===== src/rtl/mac_neuron_fsm.sv =====
// Single-neuron MAC engine: accumulates N_INPUTS signed 8x8 products into a saturating
// 16-bit sum and exposes it with a ReLU view; sequenced IDLE -> LOAD -> MAC -> DONE.
module mac_neuron_fsm #(
  parameter int unsigned N_INPUTS = 3
) (
  input  logic               clk,
  input  logic               rst,
  input  logic               start,
  input  logic signed [7:0]  x,
  input  logic signed [7:0]  w,
  output logic signed [15:0] acc,
  output logic signed [15:0] relu_out,
  output logic               done_out
);

  localparam int unsigned CntW = $clog2(N_INPUTS + 1);
  localparam logic [CntW-1:0] LastCnt = CntW'(N_INPUTS - 1);

  typedef enum logic [1:0] {StIdle, StLoad, StMac, StDone} state_e;

  state_e             state_q, state_d;
  logic signed [15:0] acc_q, acc_d;
  logic [CntW-1:0]    cnt_q, cnt_d;

  logic signed [15:0] prod;
  logic signed [16:0] sum;
  logic signed [15:0] sum_sat;

  // Operands sign-extended first, so -128 * -128 = 16384 is exact.
  assign prod = 16'(x) * 16'(w);
  assign sum  = 17'(acc_q) + 17'(prod);

  always_comb begin
    sum_sat = sum[15:0];
    if (sum[16] != sum[15]) begin
      sum_sat = sum[16] ? 16'sh8000 : 16'sh7fff;
    end
  end

  always_ff @(posedge clk or negedge rst) begin
    if (!rst) begin
      state_q <= StIdle;
      acc_q   <= '0;
      cnt_q   <= '0;
    end else begin
      state_q <= state_d;
      acc_q   <= acc_d;
      cnt_q   <= cnt_d;
    end
  end

  always_comb begin
    state_d = state_q;
    acc_d   = acc_q;
    cnt_d   = cnt_q;
    unique case (state_q)
      StIdle: begin
        if (start) state_d = StLoad;
      end
      StLoad: begin
        acc_d   = '0;
        cnt_d   = '0;
        state_d = StMac;
      end
      StMac: begin
        acc_d = sum_sat;
        cnt_d = cnt_q + CntW'(1);
        if (cnt_q == LastCnt) state_d = StDone;
      end
      StDone: begin
        state_d = StIdle;
      end
      default: state_d = StIdle;
    endcase
  end

  always_comb begin
    acc      = acc_q;
    done_out = (state_q == StDone);
    relu_out = (acc_q > 0) ? acc_q : '0;
  end

endmodule


===== config.mk =====
export PLATFORM = sky130hd
export DESIGN_NAME = mac_neuron_fsm
export DESIGN_NICKNAME = d
export VERILOG_FILES = /design/src/rtl/mac_neuron_fsm.sv
export SDC_FILE = /design/constraint.sdc
export NUM_CORES = 1
export LEC_CHECK = 0
export ABC_AREA = 1
export BUFFER_PORTS_ARGS = -buffer_cell sky130_fd_sc_hd__buf_2
export CORE_MARGIN = 8
export CORE_UTILIZATION = 66
export DETAILED_ROUTE_END_ITERATION = 16
export PLACE_DENSITY_LB_ADDON = 0.1
export SLEW_MARGIN = 20
export SYNTH_ARGS = -nofsm -noshare
export SYNTH_HDL_FRONTEND = slang
export SYNTH_SLANG_ARGS = --single-unit

===== constraint.sdc =====
create_clock -name clk -period 13.55 [get_ports clk]
set_input_delay 0.6775 -clock clk [delete_from_list [all_inputs] [get_ports clk]]
set_output_delay 0.6775 -clock clk [all_outputs]
set_load 0.005 [all_outputs]

==> out/metrics.cfg, run 1 <==
[setup_path]
cp_max_fo = 16
cp_data_arrival_time_ps = 5460
crit_path_end_kind = flop
critical_path_required_ps = 13750
path_class = in -> reg
crit_path_start_kind = input port
rr_worst_depth = 21

[final_layout]
regArea_um2 = 500
drive_above_1_share = 0.126
synthToLayoutAreaGrowth_pct = 6.79
fillCellCount = 575
nNetsFinal = 776
multi_input_area_mm2 = 0.00336
antenna_cells = 0

[clock_network]
cts_tree = done
htreeDepth = 1
path_clk_slew_ps = 70
post_cts_buffers = 0
max-clock-path-buffers = 2
insertion_delay_ps = 260
numCtsBuffers = 3
cts_hold_buf = 0
cts_resized = 0
root_buffer = clkbuf_8
cts_sinks = 20

[route]
ant_nets = 0
drt_wl_total_um = 10000
drt_first_pass_iters = 4
drc_errors = 0
avgRoutedWirePerCell_um = 14.0
viasPerCell = 5.08
vias = 3643
drt_iter0_drc = 226

[synth]
netlist_instances = 604
synthFlopType = dfrtp_1
yosys.area.top_type_share = 0.333
yosysMostFrequentCell = nand2_1
ys_seq_area_frac = 0.109
synth_edf_count = 0
yosys_warnings = 0
ys_ff_latch = 20
synth_commonest_cells = nand2_1, inv_1, fa_1
async_flop_share = 1.00
avgSynthCellArea_um2 = 7.57
yosysTopAreaCell = fa_1
syn_area_mm2 = 0.00457
syn_nets = 742
synthTopCellsByArea = fa_1, nand2_1, inv_1
synth_cell_types = 36

[global_route]
busiest_layer = met2
overflow = 0
use_met2 = 0.401
grt_start_max_net_pins = 21
gr-usage-met3 = 0.0321
met1_usage = 0.269
antenna_found_initial = 0
grt_pass1_vias = 3921
grt_pass1_wl_um = 17800
track_usage = 0.218

[timing]
fin_crit_sh = 0.389
final_max_slew_viol_count = 0
max_slew_margin = 0.461
rsz0062_at_grt = false
min_period_ps = 5270
fmax_mhz = 190
setup-violations-final = 0
max_slew.worst_pin.slew_ps = 806
finalClockSkew_ps = 7.39
hold_violations = 0
setup-tns-final_ps = 0

[floorplanning]
coreArea_mm2 = 0.00676
initial_core_util = 0.677
die_area_mm2 = 0.00985
die_x_um = 99.2
die_h_um = 99.2
io_pins = 52
num_rows = 30

[job]
cap_violations = 0

[hold_path]
hp-class = in -> async

[place]
dpl.hpwl_um = 8850
gp_congestion = 0.904
numPortBuffers = 50

[run_status]
outcome = completed

## registers in the layout (all words and copies together) (netlist names)
signal,flops
cnt_q,2
state_q,2
acc,16
## logic make-up (layout without fill, tap and decap cells)
family,Yosys count,after routing,synth area share
AND/OR/NAND/NOR,258,258,0.245
flip-flops,20,20,0.109
adder cells (fa/ha/maj),119,119,0.450
buffers and inverters,184,217,0.158
XOR/XNOR,7,7,0.0134
other,1,1,0.000820
AO/OA/AOI/OAI,15,15,0.0227
## placed cells by master, fill, tap and decap left out
cell / instances
nor3_1: 3
nand3_4: 2
a22oi_1: 1
fa_1: 76
nor2_1: 26
ha_1: 43
nand3_2: 3
clkinv_1: 2
nand4_1: 4
nor2_2: 2
inv_1: 157
or2_2: 1
nand3b_1: 2
clkbuf_8: 4
inv_2: 3
o22ai_1: 2
nand2_2: 8
xnor2_1: 3
o41ai_4: 1
a211oi_1: 1
nand2_4: 1
nand3_1: 29
a21oi_1: 3
xor2_1: 4
a21oi_2: 2
inv_4: 1
o21ai_0: 4
o21bai_1: 1
conb_1: 1
nand2_1: 175
nor2_4: 2
dfrtp_1: 20
buf_2: 50
## layout make-up
class	count	share of cell area
Multi-Input combinational cell	400	0.689
Inverter	163	0.126
Sequential cell	20	0.103
Timing Repair Buffer	50	0.0513
Tap cell	80	0.0205
Clock buffer	4	0.0113
## per-layer routing
layer / part of all wire / vias to the layer above
met5: 0 / -
li1: - / 1807
met4: 0.012 / 0
met2: 0.53 / 77
met1: 0.42 / 1747
met3: 0.043 / 12
## worst paths after layout
check,from,to,slack (ps)
max in group asynchronous,rst,acc[11],12880
max reg2reg,acc[6],acc[13],8820
min,rst,acc[1],350
min in group clk,cnt_q[0],cnt_q[0],500
max,w[7],acc[13],8280
min reg2reg,cnt_q[0],cnt_q[0],500
## worst max-delay path, cell delays in order
cell,delay [ps]
buf_2,80
clkinv_1,210
or2_2,360
fa_1,460
fa_1,500
inv_1,50
fa_1,460
fa_1,600
fa_1,440
ha_1,380
nand2_1,100
nand2_2,80
nor2_4,170
nor2_1,60
nor2_1,130
nand3_2,140
nand3_4,180
nand2_2,100
inv_4,140
nand2_1,80
nand2_1,50
## through the flow
step                      utilization  hold slack (ps)  worst slack, ps  cell area, um2  instances
after floorplan                     -              382             8460            4570        604
after global placement          0.713              472             8190            4820        713
after detailed placement        0.713              498             8040            4820        713
after CTS                       0.721              365             8290            4870        717
after global routing            0.723              385             8050            4880        717
final                           0.723              354             8280            4880        717
Power of run 1 is not shown: default switching activity piles up to over one toggle a cycle in this logic, so the estimate is an artifact.
==> run 2, diff against run 1 <==
--- a/config.mk
+++ b/config.mk
@@ -5,10 +5,10 @@
 export SDC_FILE = /design/constraint.sdc
 export NUM_CORES = 1
 export LEC_CHECK = 0
-export ABC_AREA = 1
+export ABC_AREA = 0
 export BUFFER_PORTS_ARGS = -buffer_cell sky130_fd_sc_hd__buf_2
 export CORE_MARGIN = 8
-export CORE_UTILIZATION = 66
+export CORE_UTILIZATION = 55
 export DETAILED_ROUTE_END_ITERATION = 16
 export PLACE_DENSITY_LB_ADDON = 0.1
 export SLEW_MARGIN = 20
==> constraint.sdc (replaced) <==
create_clock -name clk -period 4.6 [get_ports clk]
set_input_delay 0.23 -clock clk [delete_from_list [all_inputs] [get_ports clk]]
set_output_delay 0.23 -clock clk [all_outputs]
set_load 0.005 [all_outputs]
==> out/metrics.cfg, run 2 <==
[setup_path]
critical_path_required_ps = 4750  ; was 13750 ps
crit_start = acc[4]  ; was w[7]
crit_end = acc[14]  ; was acc[13]
crit_path_end_kind = flop  ; unchanged
path_class = reg -> reg  ; was in -> reg
reg2reg_to = acc[14]  ; was acc[13]
slowest_stage = fa_1  ; unchanged
r2r_slack_ps = -130  ; was 8820 ps
worstReg2RegStart = acc[4]  ; was acc[6]
crit_path_start_kind = flop  ; was input port
path_cells = inv_2, fa_1, inv_1, fa_1, ha_1, inv_2, fa_1, inv_1, ha_1, ha_2, inv_2, fa_2, nor2b_4, o211ai_1, o2bb2ai_2, buf_4, buf_6, nand4b_1, o311ai_2, maj3_2, a22o_1  ; was buf_2, clkinv_1, or2_2, fa_1, fa_1, inv_1, fa_1, fa_1, fa_1, ha_1, nand2_1, nand2_2, nor2_4, nor2_1, nor2_1, nand3_2, nand3_4, nand2_2, inv_4, nand2_1, nand2_1
cp_max_fo = 2  ; was 16
cpPeakStageDelay_ps = 480  ; was 600 ps
rr_worst_depth = 21  ; unchanged
cp_data_arrival_time_ps = 4880  ; was 5460 ps

[route]
vias = 3477  ; was 3643
drt_wl_total_um = 10800  ; was 10000 um
ant_nets = 0  ; unchanged
drt_iter0_drc = 140  ; was 226
viasPerCell = 5.19  ; was 5.08
avgRoutedWirePerCell_um = 16.1  ; was 14.0 um
drc_errors = 0  ; unchanged
drt_first_pass_iters = 4  ; unchanged

[timing]
final_max_slew_viol_count = 0  ; unchanged
max_slew.worst_pin.slew_ps = 909  ; was 806 ps
fmax_mhz = 211
fin_crit_sh = 1.03
min_period_ps = 4730
setup-tns-final_ps = -1260  ; was 0 ps
postLayoutSetupSlackWorst_ps = -130  ; was 8280 ps
max_slew_margin = 0.392  ; was 0.461
hold_violations = 0  ; unchanged
rsz0062_at_grt = true  ; was false
setup-violations-final = 16  ; was 0
finalClockSkew_ps = 3.89  ; was 7.39 ps

[synth]
syn_nets = 574  ; was 742
yosys_warnings = 0  ; unchanged
async_flop_share = 1.00  ; unchanged
synthFlopType = dfrtp_1  ; unchanged
ys_ff_latch = 20  ; unchanged
synth_commonest_cells = inv_1, fa_1, ha_1  ; was nand2_1, inv_1, fa_1
yosys.area.top_type_share = 0.355  ; was 0.333
ys_seq_area_frac = 0.117  ; was 0.109
synth_cell_types = 55  ; was 36
synth_edf_count = 0  ; unchanged
syn_area_mm2 = 0.00428  ; was 0.00457 mm2
synthTopCellsByArea = fa_1, ha_1, dfrtp_1  ; was fa_1, nand2_1, inv_1
netlist_instances = 436  ; was 604
yosysTopAreaCell = fa_1  ; unchanged
yosysMostFrequentCell = inv_1  ; was nand2_1
avgSynthCellArea_um2 = 9.83  ; was 7.57 um2

[global_route]
met1_usage = 0.262  ; was 0.269
busiest_layer = met2  ; unchanged
grt_pass1_vias = 3777  ; was 3921
grt_start_max_net_pins = 21  ; unchanged
antenna_found_initial = 0  ; unchanged
grt_pass1_wl_um = 18200  ; was 17800 um
overflow = 0  ; unchanged
track_usage = 0.204  ; was 0.218
use_met2 = 0.361  ; was 0.401
gr-usage-met3 = 0.0192  ; was 0.0321

[place]
dpl.hpwl_um = 8910  ; was 8850 um
placed_area_mm2 = 0.00521  ; was 0.00482 mm2
gp_congestion = 0.822  ; was 0.904
numPortBuffers = 50  ; unchanged
dp.cells = 647  ; was 713

[clock_network]
htreeDepth = 1  ; unchanged
max-clock-path-buffers = 2  ; unchanged
cts_tree = done  ; unchanged
root_buffer = clkbuf_8  ; unchanged
path_clk_slew_ps = 80  ; was 70 ps
insertion_delay_ps = 260  ; about the same
cts_sinks = 20  ; unchanged
numCtsBuffers = 3  ; unchanged

[hold_path]
hp-class = in -> reg  ; was in -> async

[floorplanning]
initial_core_util = 0.560  ; was 0.677
io_pins = 52  ; unchanged
die_x_um = 104  ; was 99.2 um
coreArea_mm2 = 0.00765  ; was 0.00676 mm2
num_rows = 32  ; was 30
die_area_mm2 = 0.0109  ; was 0.00985 mm2
die_h_um = 104  ; was 99.2 um

[final_layout]
synthToLayoutAreaGrowth_pct = 31.3  ; was 6.79%
nNetsFinal = 707  ; was 776
most-common-layout-cells = inv_1, buf_4, fa_1  ; was nand2_1, inv_1, fa_1
multi_input_area_mm2 = 0.00360  ; was 0.00336 mm2
final_core_util = 0.736  ; was 0.723
antenna_cells = 0  ; unchanged
largest_reg_flops = 16  ; unchanged
layout_commonest_cell = inv_1  ; was nand2_1
layout.cells.non_filler = 670  ; was 717
fillCellCount = 573  ; was 575
drive_above_1_share = 0.349  ; was 0.126
design_area_mm2 = 0.00563  ; was 0.00488 mm2
regArea_um2 = 500  ; unchanged

[job]
cap_violations = 0  ; unchanged

[run_status]
violations = setup timing
outcome = finished with violations  ; was completed

[run 2: cell families (layout without fill, tap and decap cells)]
group / count (synthesis) / in the layout / synth area share
simple gates: 110 / 110 / 0.135
compound gates: 56 / 56 / 0.0978
other cells: 1 / 1 / 0.000875
flops: 20 / 20 / 0.117
buf+inv: 103 / 233 / 0.100
mux: 1 / 1 / 0.00234
xor+xnor: 15 / 17 / 0.0386
fa+ha+maj: 130 / 130 / 0.509
[run 2: critical path: cells and delay by family, from the launching register on]
kind	cells	cell delay, ps
AND/OR/NAND/NOR	2	230
AO/OA/AOI/OAI	4	660
buffers and inverters	7	480
flip-flops	1	390
adder cells (fa/ha/maj)	8	2860
[run 2: repair_timing]
| action | in CTS | in global routing |
|---|---|---|
| endpoints found under the hold margin | 20 | 0 |
| endpoints found under the setup margin | 16 | 16 |
| pin swaps | 39 | 14 |
| buffers inserted | 11 | 5 |
| hold buffers | 1 | 0 |
| gates resized for setup | 28 | 7 |
| cloned | 2 | 0 |
[run 2: stage by stage]
stage	hold WS [ps]	setup slack (ps)
6_report	328	-130
5_1_grt	366	-306
4_1_cts	326	-97.8
3_5_place_dp	194	-389
3_3_place_gp	196	-304
2_1_floorplan	-65.6	-79.9
[run 2: how the worst min path moves through the flow]
| stage | startpoint | to | cells after the start |
|---|---|---|---|
| after CTS | start | state_q[1] | 4 |
| final | start | state_q[1] | 4 |
| after global routing | start | state_q[1] | 3 |
| after global placement | rst | cnt_q[0] | 1 |
| after floorplan | rst | acc[0] | 0 |
| after detailed placement | rst | cnt_q[1] | 1 |
[run 2: per-layer routing]
layer,up-vias,share of wire
met5,-,0
met4,0,0.013
met3,18,0.030
li1,1646,-
met2,69,0.53
met1,1744,0.43
[run 2: cell type report]
type                       count  area share
multi-input combinational    315       0.641
timing repair buffer         136       0.172
sequential                    20      0.0890
inverter                      93      0.0629
tap                          102      0.0227
clock buffer                   3     0.00734
clock inverter                 1     0.00534
Power of run 2 is left out for the same reason.
